**config.mk**
```make
export PLATFORM = sky130hd
export DESIGN_NAME = seq_shift_sub_divider
export DESIGN_NICKNAME = d
export VERILOG_FILES = /design/src/rtl/seq_shift_sub_divider.sv
export SDC_FILE = /design/constraint.sdc
export NUM_CORES = 1
export LEC_CHECK = 0
export BUFFER_PORTS_ARGS = -buffer_cell sky130_fd_sc_hd__buf_4
export CAP_MARGIN = 20
export CORE_ASPECT_RATIO = 2
export CORE_UTILIZATION = 50
export DETAILED_ROUTE_END_ITERATION = 10
export PLACE_DENSITY_LB_ADDON = 0.1
export SYNTH_ARGS = -nofsm -noshare
export SYNTH_HDL_FRONTEND = slang
export SYNTH_SLANG_ARGS = --single-unit
```
**constraint.sdc**
```tcl
create_clock -name clk -period 2.77 [get_ports clk]
set_input_delay 0.4155 -clock clk [delete_from_list [all_inputs] [get_ports clk]]
set_output_delay 0.4155 -clock clk [all_outputs]
set_load 0.05 [all_outputs]
```
**src/rtl/seq_shift_sub_divider.sv**
```systemverilog
// ---------------------------------------------------------------------------
// seq_shift_sub_divider
// Multi-cycle restoring (shift-subtract) unsigned divider. Each clock produces
// one quotient bit, so a nonzero-divisor operation takes DW iterations after
// the load edge. Companion to the sequential shift-add multiplier. It trades
// latency for a tiny datapath: one VW+1 bit subtractor and a few registers.
//
// Ports
//   clk          rising-edge clock
//   rst          asynchronous active-low reset
//   start        operation request, only looked at while idle
//   dividend     DW-bit unsigned dividend, captured when start is accepted
//   divisor      VW-bit unsigned divisor, captured when start is accepted
//   busy         high from the accepting edge until the result is valid
//   done         one-cycle pulse marking quotient/remainder valid
//   quotient     DW-bit result, held until the next completion
//   remainder    VW-bit result, held until the next completion
//   div_by_zero  set when the last completed operation had divisor == 0
// ---------------------------------------------------------------------------
module seq_shift_sub_divider #(
   parameter int DW = 16,
   parameter int VW = 8
) (
   input  logic          clk,
   input  logic          rst,
   input  logic          start,
   input  logic [DW-1:0] dividend,
   input  logic [VW-1:0] divisor,
   output logic          busy,
   output logic          done,
   output logic [DW-1:0] quotient,
   output logic [VW-1:0] remainder,
   output logic          div_by_zero
);

   localparam int CW = (DW > 1) ? $clog2(DW) : 1;
   localparam logic [CW-1:0] LAST = CW'(DW - 1);

   typedef enum logic [1:0] {
      IDLE = 2'd0,
      CALC = 2'd1,
      ZERO = 2'd2
   } state_t;

   state_t        state;
   state_t        state_next;

   logic [VW:0]   r_reg;
   logic [DW-1:0] q_reg;
   logic [VW-1:0] d_reg;
   logic [CW-1:0] cnt;

   logic [VW:0]   r_shift;
   logic [VW+1:0] diff;
   logic          fits;
   logic [VW:0]   r_step;
   logic [DW-1:0] q_step;
   logic          last_iter;

   // State register.
   always_ff @(posedge clk or negedge rst) begin
      if (!rst) begin
         state <= IDLE;
      end else begin
         state <= state_next;
      end
   end

   // Next-state logic. A zero divisor skips the iteration loop entirely and
   // reports the saturated result from the single ZERO cycle.
   always_comb begin
      state_next = state;
      unique case (state)
         IDLE: begin
            if (start) begin
               state_next = (divisor != '0) ? CALC : ZERO;
            end
         end
         CALC: begin
            if (last_iter) begin
               state_next = IDLE;
            end
         end
         ZERO: begin
            state_next = IDLE;
         end
         default: begin
            state_next = IDLE;
         end
      endcase
   end

   // One restoring step. The Q MSB is shifted into R; the top bit of R is
   // only ever set if the partial remainder overflowed VW bits, in which case
   // the shifted value is certainly larger than D, so the subtraction is
   // taken regardless of the borrow out of the low VW+1 bits.
   always_comb begin
      r_shift   = {r_reg[VW-1:0], q_reg[DW-1]};
      diff      = {1'b0, r_shift} - {2'b00, d_reg};
      fits      = r_reg[VW] | ~diff[VW+1];
      r_step    = fits ? diff[VW:0] : r_shift;
      q_step    = {q_reg[DW-2:0], fits};
      last_iter = (cnt == LAST);
   end

   // Datapath and result registers. The dividend is captured into Q even for
   // a zero divisor because the ZERO state reports its low bits as remainder.
   always_ff @(posedge clk or negedge rst) begin
      if (!rst) begin
         r_reg       <= '0;
         q_reg       <= '0;
         d_reg       <= '0;
         cnt         <= '0;
         busy        <= 1'b0;
         done        <= 1'b0;
         quotient    <= '0;
         remainder   <= '0;
         div_by_zero <= 1'b0;
      end else begin
         done <= 1'b0;
         unique case (state)
            IDLE: begin
               if (start) begin
                  q_reg <= dividend;
                  d_reg <= divisor;
                  r_reg <= '0;
                  cnt   <= '0;
                  busy  <= 1'b1;
               end
            end
            CALC: begin
               r_reg <= r_step;
               q_reg <= q_step;
               cnt   <= cnt + 1'b1;
               if (last_iter) begin
                  quotient    <= q_step;
                  remainder   <= r_step[VW-1:0];
                  div_by_zero <= 1'b0;
                  done        <= 1'b1;
                  busy        <= 1'b0;
               end
            end
            ZERO: begin
               quotient    <= '1;
               remainder   <= q_reg[VW-1:0];
               div_by_zero <= 1'b1;
               done        <= 1'b1;
               busy        <= 1'b0;
            end
            default: begin
               busy <= 1'b0;
            end
         endcase
      end
   end

endmodule
```
==> results of run 1 <==
[Yosys cell counts, drive strengths merged]
| cell type | count |
|---|---|
| a21boi | 3 |
| o31ai | 2 |
| a22o | 3 |
| nand2 | 28 |
| buf | 1 |
| ha | 12 |
| a32o | 2 |
| nor4 | 2 |
| a21o | 1 |
| xnor2 | 1 |
| mux2i | 15 |
| o22ai | 14 |
| a31oi | 1 |
| nor2b | 3 |
| fa | 1 |
| inv | 19 |
| xor2 | 1 |
| nand4 | 2 |
| o311a | 1 |
| or4 | 2 |
| a21oi | 36 |
| dfrtp | 66 |
| nand2b | 2 |
| o22a | 1 |
| a221oi | 1 |
| o211ai | 1 |
| nor2 | 24 |
| a221o | 4 |
| and3 | 1 |
| o21ai | 29 |
| nand3 | 2 |
| o221ai | 1 |
| mux2 | 11 |
| or4b | 1 |
| o21a | 3 |
| clkbuf | 10 |
| a211oi | 1 |
| a22oi | 2 |
| and2 | 1 |
| or3 | 2 |
| o31a | 1 |
[kinds of logic after synthesis]
group / share of synthesized area
AND/OR/NAND/NOR: 0.09826
XOR/XNOR: 0.005396
AO/OA/AOI/OAI: 0.2139
flip-flops: 0.5087
multiplexers: 0.08671
adder cells (fa/ha/maj): 0.05241
buffers and inverters: 0.03468
[worst reg2reg max path: stages, from the launching register on]
cell and delay (ps):
dfrtp_1 390, inv_1 70, ha_1 280, nor2b_4 140, o31ai_4 250, a211oi_4 130
a221oi_4 310, buf_4 210, mux2i_1 280, a21oi_1 120
[power breakdown]
group / switching, mW / total, mW / internal [mW]
clock network: 0.426 / 1.40 / 0.969
registers: 0.279 / 1.57 / 1.30
logic: 1.36 / 2.33 / 0.970
[routing by layer]
metal  GRT usage  vias up
met4      0.1492        0
met3     0.05357       19
met1      0.2947     1307
met5           0        -
li1            -     1265
met2      0.4750       60
[path summary, 6_finish.rpt]
kind                       cells past startpoint      endpoint
max                                            9  remainder[5]
min                                            1   quotient[3]
max reg2reg                                    9  remainder[5]
min reg2reg                                    2     q_reg[15]
max in group asynchronous                      1      d_reg[3]
min in group clk                               2      d_reg[6]
[final cells by class]
cell class | count | area [um^2]
multi-input cells | 218 | 1486
flip-flops and latches | 66 | 1652
fillers | 531 | 2153
clock buffers | 9 | 225.2
clock inverters | 7 | 141.4
repair buffers | 63 | 473.0
inverters | 19 | 71.32
well taps | 86 | 107.6
==> run summary, run 1 <==
Post-CTS Hold Fix Bufs - 0
Post-route DRC - 0
Clock transition at the registers of the reported paths - 60 ps
Vias per std cell - 5.665
Clock latency at the later pin of the worst-skew pair - 330 ps
Outcome - completed
Clock sink total - 66
Crit path largest cell delay - 390 ps
Row cnt - 41
Core area - 6310 um^2
Clock Path Buffers - 2
Number of port buffers - 53
Crit path max-delay family - compound AO/OA/AOI/OAI gates
Total number of vias - 2651
Final Hold Viols - 0
Arr. time, crit path - 2500 ps
Worst hold slack - 178.7 ps
Mean area per synthesized cell - 10.34 um^2
Die Wd - 58.98 um
RD Place Congestion - 0.8485
WL met3 - 263 um
CP cell instances - inv_1, ha_1, nor2b_4, o31ai_4, a211oi_4, a221oi_4, buf_4, mux2i_1, a21oi_1
CTS tree - built
Area grow syn2layout - 28.02%
Fin area - 4156 um^2
Post-Synthesis Cells - 314
Post-route ant nets - 0
Static leakage - 1.989 nW
Worst R2R Setup Slack - 450 ps
First-pass DRT Iterations - 4
RSZ-0062 raised after global routing - false
Top-area cell type share of the netlist area - 0.5087
Diodes inserted - 0
Final #Nets - 417
Post-CTS Resized - 0
Worst reg2reg path startpoint - d_reg[1]
Post-route insts no fill - 468
Slew headroom - 0.3243
#FFs+latches synth - 66
Layout cells sized above 1 - 0.2539
Commonest non-fill, non-tap cell in the layout - dfrtp_1
Final Total Pwr - 5.298 mW
Class of the worst hold path - in -> async
PD cells - 1275 nW/um^2
M1 WL - 3.103 mm
Finished Core Util - 0.6587
IO Count - 54
Total CTS buffers - 9
CP Launch Type - register
Ranking of synthesized cells by area - dfrtp_1 (51%), a21oi_1 (5.5%), ha_1 (4.6%), mux2i_1 (4.6%), nand2_1 (3.2%)
Worst Setup Path Type - reg -> reg
Placed cell count - 452
Post-synth top area cell - dfrtp_1
Peak supply drop - 0.7747 mV
Met2 wire len - 4.520 mm
Worst Path Buf+Inv - 2
Final setup violating endpoints - 0
Root Buffer - clkbuf_16
Synth warn - 0
Worst Path Required - 2950 ps
Global-route wire length before repair - 13.23 mm
GR Overflow Total - 0
F_max - 430.1 MHz
Setup bufs post-CTS - 0
Commonest cells after routing, fill and taps aside - dfrtp_1 (66), buf_4 (63), a21oi_1 (36)
Crit Path Max Fanout - 5
Critical path origin - d_reg[1]
Vias in the first global route - 2709
DPL Wire Length - 5.821 mm
Initial Util - 0.5146
Overall routing resource usage - 0.2701
Mapped Area - 3247 um^2
Die height - 116.0 um
Largest net degree at the start of global routing - 67
Tmin final - 2325 ps
Drt wl/cell - 17.43 um
WL final - 8.157 mm
Initial antenna violation count - 0
Cell variety after synth - 47
Final Max Slew Viols - 0
Tightest Pin Transition - 1007 ps
H-tree depth - 3
Die footprint - 6839 um^2
Pre-CTS WS - 486.6 ps
Clock skew - 5.639 ps
Placed cell area - 3790 um^2
DR top layer - met4
Setup Total Neg Slack - 0 ps
Critical-path top delay cell - dfrtp_1
1st-iter DRT viols - 107
Register area share after synthesis - 0.5087
Max-capacitance violation count - 0
Worst setup margin - 445.1 ps
Fin crit share - 0.8393
CP endpoint kind - register
Syn nets - 354
Note: power is estimated with default switching activity, not from simulation.
==> run 2: changes to the inputs <==
==> constraint.sdc (replaced) <==
create_clock -name clk -period 2.3 [get_ports clk]
set_input_delay 0.345 -clock clk [delete_from_list [all_inputs] [get_ports clk]]
set_output_delay 0.345 -clock clk [all_outputs]
set_load 0.05 [all_outputs]
==> run 2 against run 1 <==
Against the previous run:
- sequential cell count did not move
- total power is 21% higher
- critical path depth unchanged
- final cell count increased by 1.3%
- count of clock-buffer cells in the layout grew 6
==> run summary, run 2 (synthesis results as in run 1) <==
Outcome - completed
Diodes inserted - 0
Die footprint - 6839 um^2
Setup bufs post-CTS - 0
Worst Path Required - 2520 ps
Fin crit share - 0.9726
Layout cells sized above 1 - 0.2758
RSZ-0062 raised after global routing - true
Row cnt - 41
First-pass DRT Iterations - 4
Vias in the first global route - 2816
Die Wd - 58.98 um
Reg area - 1652 um^2
FF-to-FF path depth - 9
# fillers - 517
Post-route DRC - 0
Commonest cells after routing, fill and taps aside - dfrtp_1 (66), buf_4 (66), a21oi_1 (36)
CTS tree - built
Fin area - 4223 um^2
Post-route ant nets - 0
Tightest Pin Transition - 841.2 ps
Clock sink total - 66
DPL Wire Length - 6.140 mm
PD cells - 1515 nW/um^2
Initial Util - 0.5146
H-tree depth - 3
IO Count - 54
RD Place Congestion - 0.9015
Initial antenna violation count - 0
Clock latency at the later pin of the worst-skew pair - 340 ps
Worst Setup Path Type - reg -> reg
Final #Nets - 423
Max-capacitance violation count - 0
Die height - 116.0 um
Static leakage - 2.003 nW
Class of the worst hold path - in -> async
WL final - 8.587 mm
Worst R2R Setup Slack - 60 ps
Setup Total Neg Slack - 0 ps
Worst hold slack - 116.2 ps
CP endpoint kind - register
Number of port buffers - 53
Overall routing resource usage - 0.2805
Placed cell count - 458
Largest net degree at the start of global routing - 67
Slew headroom - 0.4392
Final Max Slew Viols - 0
Worst reg2reg path startpoint - q_reg[15]
R2r endpoint - remainder[6]
Clock skew - 5.859 ps
CP Launch Type - register
F_max - 447.0 MHz
Final setup violating endpoints - 0
Tmin final - 2237 ps
Total CTS buffers - 9
Clock Path Buffers - 2
Vias per std cell - 5.673
Core area - 6310 um^2
Peak supply drop - 0.9354 mV
Clock transition at the registers of the reported paths - 50 ps
Final Hold Viols - 0
1st-iter DRT viols - 90
Total number of vias - 2689
Arr. time, crit path - 2460 ps
Area grow syn2layout - 30.06%
Crit Path Max Fanout - 3
Post-route insts no fill - 474
Root Buffer - clkbuf_16
Multi-input gate area - 1528 um^2
GR Overflow Total - 0
Drt wl/cell - 18.12 um
Global-route wire length before repair - 13.66 mm
Placed cell area - 3860 um^2
[run 2: cell types whose count changed in the layout (fill, tap and decap cells not counted), sizes merged]
cell	previous run	this run
buf	63	69
clkbuf	9	15
bufinv	4	1
clkinv	2	0
clkinvlp	1	0
[run 2: repair_timing]
action,in CTS,in global routing
hold buffers,0,0
gates resized for setup,0,8
setup endpoints to repair,0,6
[run 2: metal layers]
layer / track usage / routed length [um]
met3: 0.05804 / 331
met2: 0.4955 / 4723
met4: 0.1921 / 391
met1: 0.2855 / 3141
met5: 0 / 0
[run 2: how the worst max path moves through the flow]
stage | startpoint | end | slack [ps] | cells past startpoint
detailed placement | r_reg[1] | remainder[1] | 20 | 8
global placement | q_reg[15] | r_reg[8] | 60 | 9
CTS | r_reg[1] | remainder[1] | 2 | 8
floorplan | d_reg[1] | remainder[0] | 80 | 8
global route | q_reg[15] | remainder[6] | -60 | 9
finish | q_reg[15] | remainder[6] | 60 | 9
[run 2: cell type report]
type / count / share of cell area
clock buffer: 15 / 0.06815
clock inverter: 1 / 0.007111
inverter: 19 / 0.01689
multi-input combinational: 218 / 0.3618
sequential: 66 / 0.3911
tap: 86 / 0.02548
timing repair buffer: 69 / 0.1295
[run 2: metrics by stage]
stage / utilization / setup slack, ps / power [mW]
5_1_grt: 0.6692 / -64.67 / 6.791
3_3_place_gp: 0.6117 / 56.78 / 4.771
2_1_floorplan: - / 76.93 / 3.917
3_5_place_dp: 0.6117 / 18.63 / 4.854
4_1_cts: 0.6621 / 2.183 / 6.312
6_report: 0.6692 / 63.10 / 6.396
[run 2: where the power goes]
group | internal (mW) | switching, mW
Clock | 0.958 | 0.485
Combinational | 1.34 | 1.73
Sequential | 1.56 | 0.323
[run 2: worst max-delay path, stage by stage, from the launching register on]
cell and delay, ps:
dfrtp_1 370, inv_1 90, ha_2 230, fa_2 230, nor2b_1 60, o31a_2 330
or4_1 420, o311a_1 120, mux2i_1 180, a21oi_1 90
==> run 3: changes to the inputs <==
--- a/config.mk
+++ b/config.mk
@@ -5,12 +5,14 @@
 export SDC_FILE = /design/constraint.sdc
 export NUM_CORES = 1
 export LEC_CHECK = 0
-export BUFFER_PORTS_ARGS = -buffer_cell sky130_fd_sc_hd__buf_4
 export CAP_MARGIN = 20
 export CORE_ASPECT_RATIO = 2
 export CORE_UTILIZATION = 50
 export DETAILED_ROUTE_END_ITERATION = 10
+export DONT_BUFFER_PORTS = 1
+export HOLD_SLACK_MARGIN = 0.12
 export PLACE_DENSITY_LB_ADDON = 0.1
+export SLEW_MARGIN = 20
 export SYNTH_ARGS = -nofsm -noshare
 export SYNTH_HDL_FRONTEND = slang
 export SYNTH_SLANG_ARGS = --single-unit
==> run 3 against run 2 <==
Against the previous run:
- hold slack better by 41 ps
- register-to-register slack worse by 50 ps
- maximum frequency down 2.0%
- routed wire length down 1.5%
- highest routed layer unchanged
- via count down 7.2%
- clock skew up 1.2 ps
- sequential power up 19%
- critical path depth unchanged
- die area unchanged
- first-iteration DRC count up 13%
==> run summary, run 3 (synthesis results as in run 1) <==
Outcome - completed
Area grow syn2layout - 21.85%
Global-route wire length before repair - 12.89 mm
Overall routing resource usage - 0.2678
Fin crit share - 0.9921
Number of port buffers - 0
Clock latency at the later pin of the worst-skew pair - 340 ps
Worst Setup Path Type - reg -> reg
CP endpoint kind - register
Slew headroom - 0.5672
F_max - 438.2 MHz
Post-route DRC - 0
Max-capacitance violation count - 0
Static leakage - 1.800 nW
CP Launch Type - register
1st-iter DRT viols - 102
Fin area - 3956 um^2
Total number of vias - 2495
WL final - 8.458 mm
Tightest Pin Transition - 646.9 ps
Crit path max-delay family - compound AO/OA/AOI/OAI gates
Final #Nets - 376
Peak supply drop - 0.8998 mV
Post-route ant nets - 0
Die footprint - 6839 um^2
Initial antenna violation count - 0
PD cells - 1682 nW/um^2
Total CTS buffers - 9
Diodes inserted - 0
Worst setup margin - 18.08 ps
Commonest non-fill, non-tap cell in the layout - dfrtp_1
Clock transition at the registers of the reported paths - 60 ps
RSZ-0062 raised after global routing - true
Layout cells sized above 1 - 0.1818
Row cnt - 41
Vias in the first global route - 2546
IO Count - 54
Die height - 116.0 um
Placed cell area - 3462 um^2
Critical-path top delay cell - dfrtp_1
Critical path origin - r_reg[0]
RD Place Congestion - 0.8766
CTS tree - built
Final Hold Viols - 0
H-tree depth - 3
Initial Util - 0.5146
Class of the worst hold path - in -> reg
Clock skew - 7.074 ps
Tmin final - 2282 ps
Arr. time, crit path - 2480 ps
CP cell instances - ha_1, nor2b_4, o31ai_4, a211oi_4, a221oi_4, buf_12, mux2i_1, buf_4, a21oi_2
Pre-CTS WS - 8.902 ps
Clock Path Buffers - 2
Core area - 6310 um^2
Vias per std cell - 5.843
Final Max Slew Viols - 0
Worst Path Required - 2500 ps
Worst reg2reg path startpoint - r_reg[0]
First-pass DRT Iterations - 5
Final setup violating endpoints - 0
Commonest cells after routing, fill and taps aside - dfrtp_1 (66), a21oi_1 (35), nand2_1 (28)
Crit path largest cell delay - 410 ps
Die Wd - 58.98 um
GR Overflow Total - 0
Clock sink total - 66
Root Buffer - clkbuf_16
Crit Path Max Fanout - 7
DPL Wire Length - 6.069 mm
Worst Path Buf+Inv - 2
Largest net degree at the start of global routing - 67
Drt wl/cell - 19.81 um
Hold path start - divisor[6]
## run 3: worst paths after layout
check	slack, ps	endpoint	depth (start not counted)
setup / recovery	20	remainder[3]	9
hold / removal	160	d_reg[6]	1
setup reg to reg	20	remainder[3]	9
hold reg to reg	500	q_reg[15]	2
max in group asynchronous	1480	q_reg[11]	2
min in group asynchronous	550	quotient[0]	2
## run 3: through the flow
stage	utilization	hold WS (ps)	setup TNS, ps	std cells	total power, mW
2_1_floorplan	-	49.41	0	314	3.917
3_3_place_gp	0.5487	50.67	0	405	4.661
3_5_place_dp	0.5487	50.40	0	405	4.713
4_1_cts	0.6129	149.4	0	423	6.468
5_1_grt	0.6270	146.5	-337.9	427	7.029
6_report	0.6270	157.3	0	427	6.655
## run 3: area by class of cell
class / count / area (um^2)
multi-input combinational: 218 / 1541
tap: 86 / 107.6
clock buffer: 11 / 242.7
fill: 544 / 2354
timing repair buffer: 22 / 216.5
clock inverter: 5 / 125.1
sequential: 66 / 1652
inverter: 19 / 71.32
## run 3: per-layer routing
metal / vias to the layer above / share of wire / track usage
li1: 1178 / - / -
met1: 1235 / 0.37 / 0.2772
met2: 60 / 0.56 / 0.4848
met3: 22 / 0.036 / 0.06250
met4: 0 / 0.036 / 0.1381
met5: - / 0 / 0
## run 3: where the power goes
part	leakage (nW)	internal, mW	switching [mW]	total (mW)
clock network	0.180	1.20	0.504	1.70
logic	0.793	1.31	1.41	2.72
registers	0.827	1.55	0.682	2.23
total	1.80	4.06	2.60	6.66
## run 3: repair_timing
action | in CTS | in global routing
hold buffers | 2 | 0
buffers inserted | 0 | 4
hold endpoints to repair | 66 | 0
setup endpoints to repair | 0 | 11
gates resized for setup | 0 | 11
